--- config.mk ---
export PLATFORM = sky130hd
export DESIGN_NAME = uart_rx
export DESIGN_NICKNAME = d
export VERILOG_FILES = /design/src/rtl/uart_rx.sv
export SDC_FILE = /design/constraint.sdc
export NUM_CORES = 1
export LEC_CHECK = 0
export ABC_AREA = 1
export BUFFER_PORTS_ARGS = -buffer_cell sky130_fd_sc_hd__buf_2
export CAP_MARGIN = 20
export CORE_MARGIN = 4
export CORE_UTILIZATION = 46
export CTS_CLUSTER_DIAMETER = 50
export DETAILED_ROUTE_END_ITERATION = 6
export PLACE_DENSITY = 0.75
export SKIP_CTS_REPAIR_TIMING = 1
export SYNTH_ARGS = -nofsm -noshare
export SYNTH_HDL_FRONTEND = slang
export SYNTH_SLANG_ARGS = --single-unit
--- constraint.sdc ---
create_clock -name clk -period 2.35 [get_ports clk]
set_input_delay 0.1175 -clock clk [delete_from_list [all_inputs] [get_ports clk]]
set_output_delay 0.1175 -clock clk [all_outputs]
set_load 0.005 [all_outputs]
--- src/rtl/uart_rx.sv ---
// 8N1 UART receiver: 2-flop synchronized rxd, mid-bit sampling FSM, one-entry
// holding register with valid/ready handoff, framing-error and overrun pulses.
module uart_rx #(
    parameter int clk_hz    = 50_000_000,
    parameter int baud_rate = 115_200
) (
    input  logic       clk,
    input  logic       rst,
    input  logic       rxd,
    output logic       rx_valid,
    output logic [7:0] rx_data,
    input  logic       rx_ready,
    output logic       rx_busy,
    output logic       rx_frame_err,
    output logic       rx_overrun
);

    localparam int CLKS_PER_BIT = clk_hz / baud_rate;
    localparam int HALF_BIT     = CLKS_PER_BIT / 2;
    localparam int CW           = $clog2(CLKS_PER_BIT);

    localparam logic [CW-1:0] BIT_LAST  = CW'(CLKS_PER_BIT - 1);
    localparam logic [CW-1:0] HALF_LAST = CW'(HALF_BIT - 1);

    typedef enum logic [2:0] {
        IDLE,
        START,
        DATA,
        STOP,
        BRK
    } state_t;

    state_t        state;
    logic          rxd_meta;
    logic          rxd_s;
    logic [CW-1:0] cnt;
    logic [2:0]    bit_idx;
    logic [7:0]    shreg;

    // Synchronizer resets to the idle (high) line level so reset never looks like a start bit.
    always_ff @(posedge clk or posedge rst) begin
        if (rst) begin
            rxd_meta <= 1'b1;
            rxd_s    <= 1'b1;
        end else begin
            rxd_meta <= rxd;
            rxd_s    <= rxd_meta;
        end
    end

    always_ff @(posedge clk or posedge rst) begin
        if (rst) begin
            state        <= IDLE;
            cnt          <= '0;
            bit_idx      <= 3'd0;
            shreg        <= 8'h00;
            rx_valid     <= 1'b0;
            rx_data      <= 8'h00;
            rx_frame_err <= 1'b0;
            rx_overrun   <= 1'b0;
        end else begin
            rx_frame_err <= 1'b0;
            rx_overrun   <= 1'b0;

            if (rx_valid && rx_ready) begin
                rx_valid <= 1'b0;
            end

            case (state)
                IDLE: begin
                    cnt <= '0;
                    if (!rxd_s) begin
                        state <= START;
                    end
                end

                START: begin
                    if (cnt == HALF_LAST) begin
                        cnt <= '0;
                        if (rxd_s) begin
                            state <= IDLE;
                        end else begin
                            state   <= DATA;
                            bit_idx <= 3'd0;
                        end
                    end else begin
                        cnt <= cnt + 1'b1;
                    end
                end

                DATA: begin
                    if (cnt == BIT_LAST) begin
                        cnt     <= '0;
                        shreg   <= {rxd_s, shreg[7:1]};
                        bit_idx <= bit_idx + 3'd1;
                        if (bit_idx == 3'd7) begin
                            state <= STOP;
                        end
                    end else begin
                        cnt <= cnt + 1'b1;
                    end
                end

                // Leaving at mid-stop lets an immediately following start bit be caught.
                STOP: begin
                    if (cnt == BIT_LAST) begin
                        cnt <= '0;
                        if (rxd_s) begin
                            state <= IDLE;
                            if (!rx_valid || rx_ready) begin
                                rx_data  <= shreg;
                                rx_valid <= 1'b1;
                            end else begin
                                rx_overrun <= 1'b1;
                            end
                        end else begin
                            rx_frame_err <= 1'b1;
                            state        <= BRK;
                        end
                    end else begin
                        cnt <= cnt + 1'b1;
                    end
                end

                BRK: begin
                    if (rxd_s) begin
                        state <= IDLE;
                    end
                end

                default: state <= IDLE;
            endcase
        end
    end

    assign rx_busy = (state != IDLE);

endmodule

==> out/qor.txt, run 1 <==
Die Width: 69.71 um
Num CTS Buffers: 5
Die Height: 69.71 um
Final setup viols: 0
Gp weighted congestion: 0.7810
Maxcap violations: 0
Async set or reset register ratio after synthesis: 1.000
Mux cell area share after synthesis: 0
Initial DRT Pass Iterations: 4
Total wire length: 2.997 mm
First-pass GRT wire length: 5.333 mm
PwrDens: 587.3 mW/mm^2
Clock tree sinks: 36
Final Hold Viols: 0
Post-synth EDFFs: 0
Peak supply drop: 0.4667 mV
Final worst-path cycle share: 0.7150
Largest net degree at the start of global routing: 37
CTS clock-pin slew for the worst setup and hold paths: 70 ps
Synth Area in Compound Gates: 0.02857
Clock latency on the worst-skew pair: 290 ps
WP data required: 2530 ps
Post-layout minimum cycle time: 1680 ps
Row Count: 22
Starting Density: 0.4785
Xor/xnor share of the synthesized area: 0.02500
NumNets Final: 246
Post-synthesis sequential area ratio: 0.5157
Post-Synthesis Cells: 215
All-Layer GR Usage: 0.1365
Commonest cells in the netlist: nand2_1 (89), dfrtp_1 (34), inv_1 (23)
Synth Flop Type: dfrtp_1
R2r setup slk: 670 ps
# DRC: 0
CTS tree: yes
Syn Nets: 224
Layout cells sized above 1: 0.1765
Post-Synthesis Cell Area: 0.001752 sq mm
Ys Warns: 0
Main combinational cell family by area after synthesis: simple AND/OR/NAND/NOR gates
Status: finished, final reports clean
Non-Filler Instances: 286
DIE AREA: 0.004859 sq mm
Core box area: 0.003661 sq mm
RSZ-0062 raised after global routing: no
Crit path DAT: 1860 ps
Fmax: 0.5951 GHz
CP startpoint kind: flip-flop
Vias: 1340
Post-Syn Area per Cell: 8.147 sq um
Ports: 16
CTS max path bufs: 2
Synth top area cells: dfrtp_1 (49%), nand2_1 (19%), inv_1 (4.9%), nand3_1 (4.0%), ha_1 (3.6%)
Post-Synth Simple-Gate Area: 0.3207
Synth Area in Adders: 0.03571
Overflow after GRT: 0
Leakage power: 0.001175 uW
Root Driver: clkbuf_8
Dpl hpwl: 2.178 mm
CP endpoint kind: flip-flop
Synth top area share: 0.4857
Buffers added on ports: 15
CP Max Fanout: 10
Clock skew: 7.353 ps
Setup tns final: 0 ps
Routed len/inst: 10.48 um
Slew Limit Headroom: 0.7070
Initial DRC count: 77
Initial antenna violation count: 0
Ant. Diodes: 0
Area leader, netlist: dfrtp_1
Synth cell types: 23
Hold WC Path Type: input pin to flip-flop
Yosys reg bits: 36
Critical path type: flip-flop to flip-flop
H-tree depth: 2
Vias in the first global route: 1200
DRT antenna net count: 0
Placed insts: 276
Worst-margin pin slew: 438.1 ps
Area delta synth->final: 14.57%
Vias per cell: 4.685
Most frequent cell after synthesis: nand2_1
Pins Over Slew Limit: 0
[critical path: stages, from the launching register on]
cell and delay (ps):
dfrtp_1 400, inv_1 100, ha_1 140, nand2_1 60, nor2_2 140, nand2_4 100, nor3_4 360, nand2_4 140
nand2_1 90, nand2_1 50
[state kept, by name (all words and copies together), names as in the netlist]
name,cells
bit_idx,3
cnt,9
rx_data,8
rx_frame_err,1
rx_overrun,1
rx_valid,1
rxd_meta,1
rxd_s,1
shreg,8
state,3
[report_power, final]
part	total [uW]	internal, uW	switching (uW)
Combinational	20.7	5.90	14.8
Clock	535	314	221
Sequential	623	622	0.948
Total	1180	942	237
[worst paths after layout]
check	start	endpoint	depth (start not counted)
min reg2reg	rxd_meta	rxd_s	0
max reg2reg	cnt[1]	rx_data[3]	9
min in group asynchronous	rst	shreg[0]	4
min	rx_ready	rx_overrun	4
max	cnt[1]	rx_data[3]	9
max in group asynchronous	rst	rxd_meta	4
[metal layers]
metal	vias up	track usage	part of all wire
met5	-	0	0
met3	6	0.04203	0.049
met4	0	0.07021	0.024
met2	20	0.1939	0.43
met1	615	0.1869	0.49
li1	699	-	-
[cells by family (layout without fill, tap and decap cells)]
logic type | after synthesis | count (layout)
simple gates | 127 | 127
flops | 36 | 36
compound gates | 10 | 10
xor+xnor | 5 | 5
buf+inv | 32 | 55
fa+ha+maj | 5 | 5
[cells in the final DEF (no fill, tap or decap), types with 2 or more instances in the layout]
cell type      count
ha_1               5
clkbuf_8           5
dfrtp_1           34
nor3_1             3
nor2_1             8
inv_2              5
nor2_2             3
inv_1             23
nand2_2            2
o21ai_0            6
buf_2             15
dfstp_2            2
nand3_1           14
nor2_4             2
dlygate4sd3_1      2
nand2_1           89
xor2_1             5
nand2_4            2
a21oi_1            4
[through the flow]
| stage | setup WS [ps] | util | hold slack, ps | area, sq um | power (uW) |
|---|---|---|---|---|---|
| 6_report | 669.7 | 0.5482 | 333.6 | 2007 | 1179 |
| 5_1_grt | 483.4 | 0.5482 | 366.1 | 2007 | 1224 |
| 4_1_cts | 663.5 | 0.5427 | -86.40 | 1987 | 1194 |
| 3_5_place_dp | 660.6 | 0.5123 | 224.4 | 1876 | 654.6 |
| 3_3_place_gp | 723.4 | 0.5123 | 223.1 | 1876 | 654.5 |
| 2_1_floorplan | 835.3 | - | 122.0 | 1752 | 646.7 |
[final cells by class]
class | count | area, sq um
Inverter | 29 | 111.4
Sequential cell | 36 | 903.4
Multi-Input combinational cell | 147 | 718.2
Tap cell | 48 | 60.06
Clock buffer | 5 | 68.82
Timing Repair Buffer | 18 | 102.6
Clock inverter | 3 | 42.54
Fill cell | 354 | 1654
(Power assumes the default switching activity.)
==> run 2: changes to the inputs <==
Clock period 2.35 ns to 1.8 ns, I/O delays scaled along.
==> run 2 against run 1 <==
Against the previous run:
- design area is 1.1% higher
- flip-flop and latch count stayed put
- non-clock buffer count is 3 higher
- total power is 30% higher
- clock power is 29% higher
- hold slack better by 2.6 ps
- maximum frequency is 3.9% higher
==> out/qor.txt, run 2 (synthesis results as in run 1) <==
Ports: 16 (unchanged)
Slew Limit Headroom: 0.7116 (+0.004663)
Ant. Diodes: 0 (unchanged)
Clock skew: 6.042 ps (-1.311 ps)
Critical path's most frequent cell: nand2_1
DIE AREA: 0.004859 sq mm (unchanged)
Setup tns final: 0 ps (unchanged)
Peak supply drop: 0.4863 mV (+4.2%)
Post-layout minimum cycle time: 1617 ps (-63.56 ps)
Routed len/inst: 10.19 um (-2.8%)
Row Count: 22 (unchanged)
Initial antenna violation count: 0 (unchanged)
Initial DRT Pass Iterations: 4 (unchanged)
Clock latency on the worst-skew pair: 280 ps (about the same)
NumNets Final: 249 (+1.2%)
Max reg flops: 9 (unchanged)
Num CTS Buffers: 5 (unchanged)
Multi-input logic area: 718.2 sq um (unchanged)
Reg area: 903.4 sq um (unchanged)
Total wire length: 2.944 mm (-1.8%)
First-pass GRT wire length: 5.188 mm (-2.7%)
Pre-CTS setup slack: 187.0 ps (-473.6 ps)
All-Layer GR Usage: 0.1312 (-0.005296)
Die Width: 69.71 um (unchanged)
Pins Over Slew Limit: 0 (unchanged)
Final Hold Viols: 0 (unchanged)
Slowest stage cell, crit path: dfrtp_1
Worst path cell trace: inv_1 > ha_1 > nand2_1 > nor2_2 > nand2_4 > nor3_4 > buf_4 > nand3_1 > nand2_1
RSZ-0062 raised after global routing: no
Top flop regs: cnt x9, rx_data x8, shreg x8
Initial DRC count: 79 (+2.6%)
Worst-margin pin slew: 432.5 ps (-5.572 ps)
Area delta synth->final: 15.86%
Final worst-path cycle share: 0.8982 (+0.1832)
Leakage power: 0.001190 uW (+1.3%)
Gp weighted congestion: 0.7786 (-0.31%)
Vias: 1318 (-1.6%)
Largest Register: cnt
Vias per cell: 4.561 (-2.7%)
Starting Density: 0.4785 (unchanged)
H-tree depth: 2 (unchanged)
Setup ws final: 183.3 ps (-486.4 ps)
PwrDens: 753.5 mW/mm^2 (+28%)
Maxcap violations: 0 (unchanged)
Status: finished, final reports clean
DRT antenna net count: 0 (unchanged)
CTS tree: yes
Fill cell count: 318 (-10%)
CP endpoint kind: flip-flop
Root Driver: clkbuf_8
CTS max path bufs: 2 (unchanged)
CP startpoint kind: flip-flop
Core box area: 0.003661 sq mm (unchanged)
Fmax: 0.6185 GHz (+3.9%)
Dpl hpwl: 2.179 mm (about the same)
Leading cell type in the layout, fill and taps excluded: nand2_1
Crit path DAT: 1840 ps (-20 ps)
Hold WC Path Type: input pin to flip-flop
Clock tree sinks: 36 (unchanged)
Buffers added on ports: 15 (unchanged)
Final setup viols: 0 (unchanged)
WP data required: 2030 ps (-500 ps)
CP Max Fanout: 6 (-4)
# DRC: 0 (unchanged)
Die Height: 69.71 um (unchanged)
Critical path type: flip-flop to flip-flop
Max incr delay on CP: 400 ps (about the same)
Overflow after GRT: 0 (unchanged)
Largest net degree at the start of global routing: 37 (unchanged)
Vias in the first global route: 1150 (-4.2%)
Most frequent cells in the layout: nand2_1 (89), dfrtp_1 (34), inv_1 (23)
Layout cells sized above 1: 0.1867 (+0.01025)
CTS clock-pin slew for the worst setup and hold paths: 70 ps (about the same)
run 2: cell types whose count changed in the layout (fill, tap and decap cells not counted):
cell   previous run  this run
buf_4             1         4
run 2: final cells by class:
| cell class | instances | share of cell area |
|---|---|---|
| clock buffer | 5 | 0.03391 |
| inverter | 29 | 0.05487 |
| sequential | 36 | 0.4451 |
| multi-input combinational | 147 | 0.3539 |
| timing repair buffer | 21 | 0.06165 |
| clock inverter | 3 | 0.02096 |
| tap | 48 | 0.02959 |
run 2: through the flow:
stage	instance area [sq um]	instances	hold slack (ps)	util	power (uW)
global route	2029	289	361.7	0.5543	1597
floorplan	1752	215	94.48	-	844.4
global placement	1898	279	195.9	0.5185	854.3
CTS	2009	287	-107.4	0.5489	1547
detailed placement	1898	279	196.2	0.5185	854.4
finish	2029	289	336.1	0.5543	1529
run 2: per-layer routing:
layer  global-route usage  part of all wire  vias to the layer above
li1                     -                 -                      709
met1               0.1942              0.53                      581
met2               0.1822              0.42                       26
met3              0.03478             0.044                        2
met4              0.05106            0.0044                        0
met5                    0                 0                        -
run 2: where the power goes:
group          internal, uW  switching, uW
Sequential              813           1.24
Clock                   409            279
Combinational          7.71           19.1
run 2: final timing paths:
| path | startpoint | end | slack (ps) | cells after the start |
|---|---|---|---|---|
| worst max-delay path | cnt[1] | rx_data[2] | 180 | 9 |
| worst min-delay path | rx_ready | rx_overrun | 340 | 4 |
| worst max register to register | cnt[1] | rx_data[2] | 180 | 9 |
| worst min register to register | rxd_meta | rxd_s | 360 | 0 |
| max in group asynchronous | rst | rxd_s | 1020 | 4 |
| min in group asynchronous | rst | rx_overrun | 440 | 4 |
run 2: worst max-delay path, delay by kind of cell, from the launching register on:
family | cells | cell delay (ps)
simple gates | 6 | 710
flops | 1 | 400
buf+inv | 2 | 310
fa+ha+maj | 1 | 150
==> run 3: changes to the inputs <==
Settings changed: PLACE_DENSITY 0.75 to 0.61.
==> run 3 against run 2 <==
Against the previous run:
- design area is the same
- flip-flop and latch count is the same
- clock power is essentially flat
- cell count is the same
- combinational power grew 1%
- critical path type unchanged
- first-iteration DRC count shrank 14%
- critical path depth is the same
- non-clock buffer count is the same
- global-route usage grew 1.2 points
- wire length grew 3.1%
- maximum frequency grew 2.2%
- total power grew 0.18%
==> out/qor.txt, run 3 (synthesis results as in run 1) <==
WP data required: 2030 ps (about the same)
Worst path cell trace: inv_1 > ha_1 > nand2_1 > nor2_2 > nand2_4 > nor3_4 > buf_4 > nand3_1 > nand2_1
Clock skew: 9.083 ps (+3.041 ps)
RSZ-0062 raised after global routing: no
Starting Density: 0.4785 (unchanged)
Vias: 1335 (+1.3%)
Worst Hold Depth: 4 (unchanged)
Root Driver: clkbuf_8
Hold WC Path Type: input pin to flip-flop
Maxcap violations: 0 (unchanged)
All-Layer GR Usage: 0.1436 (+0.01236)
PwrDens: 754.9 mW/mm^2 (+0.18%)
DRT antenna net count: 0 (unchanged)
Clock Power Share: 0.451 (about the same)
Largest net degree at the start of global routing: 37 (unchanged)
Buffers added on ports: 15 (unchanged)
Peak supply drop: 0.7116 mV (+46%)
Status: finished, final reports clean
Routed len/inst: 10.50 um (+3.1%)
Gp weighted congestion: 0.8265 (+6.2%)
Layout cells sized above 1: 0.1867 (unchanged)
Leakage power: 0.001190 uW (unchanged)
Num CTS Buffers: 5 (unchanged)
Met1 usage: 0.1794 (-0.01485)
CP Max Fanout: 8 (+2)
Sequential Power Share: 0.531 (about the same)
Clock tree sinks: 36 (unchanged)
CTS clock-pin slew for the worst setup and hold paths: 70 ps (about the same)
Max incr delay on CP: 390 ps (about the same)
Row Count: 22 (unchanged)
# DRC: 0 (unchanged)
Fmax: 0.6323 GHz (+2.2%)
CP startpoint kind: flip-flop
Initial antenna violation count: 0 (unchanged)
Final worst-path cycle share: 0.8787 (-0.01949)
Worst reg2reg path depth: 9 (unchanged)
NumNets Final: 249 (unchanged)
Clock latency on the worst-skew pair: 280 ps (about the same)
H-tree depth: 2 (unchanged)
Met3 Resource Use GR: 0.04348 (+0.008696)
Final Hold Viols: 0 (unchanged)
Gr busiest metal: met2
CTS max path bufs: 2 (unchanged)
Ports: 16 (unchanged)
Crit path DAT: 1810 ps (-30 ps)
DIE AREA: 0.004859 sq mm (unchanged)
Post-layout minimum cycle time: 1582 ps (-35.09 ps)
Critical path's most frequent cell: nand2_1
Slew Limit Headroom: 0.7049 (-0.006713)
Sw Share: 0.1972 (+0.001475)
Leading cell type in the layout, fill and taps excluded: nand2_1
Ant. Diodes: 0 (unchanged)
Setup tns final: 0 ps (unchanged)
Die Width: 69.71 um (unchanged)
CP endpoint kind: flip-flop
Gate power share: 0.018 (about the same)
Max reg flops: 9 (unchanged)
Met2 Use GR: 0.2288 (+0.04661)
P_sw: 302.2 uW (+0.94%)
Dpl hpwl: 2.240 mm (+2.8%)
Vias in the first global route: 1228 (+6.8%)
Fill cell count: 345 (+8.5%)
Initial DRC count: 68 (-14%)
Final setup viols: 0 (unchanged)
Overflow after GRT: 0 (unchanged)
Pins Over Slew Limit: 0 (unchanged)
Worst Hold Slack: 349.1 ps (+12.91 ps)
Slowest stage cell, crit path: dfrtp_1
Vias per cell: 4.619 (+1.3%)
Initial DRT Pass Iterations: 4 (unchanged)
First-pass GRT wire length: 5.540 mm (+6.8%)
Critical path type: flip-flop to flip-flop
Int Pwr: 1230 uW (about the same)
Total power: 1532 uW (+0.18%)
Core box area: 0.003661 sq mm (unchanged)
Largest Register: cnt
Total wire length: 3.035 mm (+3.1%)
Top flop regs: cnt x9, rx_data x8, shreg x8
CTS tree: yes
Worst-margin pin slew: 442.6 ps (+10.07 ps)
Area delta synth->final: 15.86% (unchanged)
Die Height: 69.71 um (unchanged)
Most frequent cells in the layout: nand2_1 (89), dfrtp_1 (34), inv_1 (23)
## run 3: metrics by stage
step | utilization | cells | instance area, sq um | setup slack [ps]
after global routing | 0.5543 | 289 | 2029 | 56.53
after floorplan | - | 215 | 1752 | 285.3
after global placement | 0.5185 | 279 | 1898 | 223.7
final | 0.5543 | 289 | 2029 | 218.4
after CTS | 0.5489 | 287 | 2009 | 204.5
after detailed placement | 0.5185 | 279 | 1898 | 207.1
## run 3: cell type report
type | count | area (sq um) | share of cell area
Clock buffer | 5 | 68.82 | 0.03391
Clock inverter | 3 | 42.54 | 0.02096
Tap cell | 48 | 60.06 | 0.02959
Sequential cell | 36 | 903.4 | 0.4451
Timing Repair Buffer | 21 | 125.1 | 0.06165
Inverter | 29 | 111.4 | 0.05487
Multi-Input combinational cell | 147 | 718.2 | 0.3539
## run 3: per-layer routing
metal	wire length (um)	up-vias
met5	0	-
met4	46	0
met3	110	5
met2	1427	19
met1	1451	608
li1	-	703
## run 3: power by group through the flow
stage	Combinational, uW	Clock [uW]	Sequential (uW)
finish	27.2	691	814
CTS	25.6	715	814
floorplan	15.5	0	829
global route	32.6	756	814
detailed placement	25.4	0	829
global placement	25.7	0	829
## run 3: worst max-delay path, delay by kind of cell (launching register included)
| kind | cells | cell delay [ps] |
|---|---|---|
| adders and majority gates | 1 | 140 |
| and+or+nand+nor | 6 | 690 |
| DFF | 1 | 390 |
| buffers and inverters | 2 | 300 |
## run 3: worst paths after layout
| check | from | to | slack (ps) |
|---|---|---|---|
| max in group asynchronous | rst | rxd_s | 1020 |
| min | rx_ready | rx_valid | 350 |
| max | cnt[1] | rx_data[3] | 220 |
| min reg2reg | rxd_meta | rxd_s | 360 |
| min in group asynchronous | rst | rx_overrun | 440 |
| max reg2reg | cnt[1] | rx_data[3] | 220 |
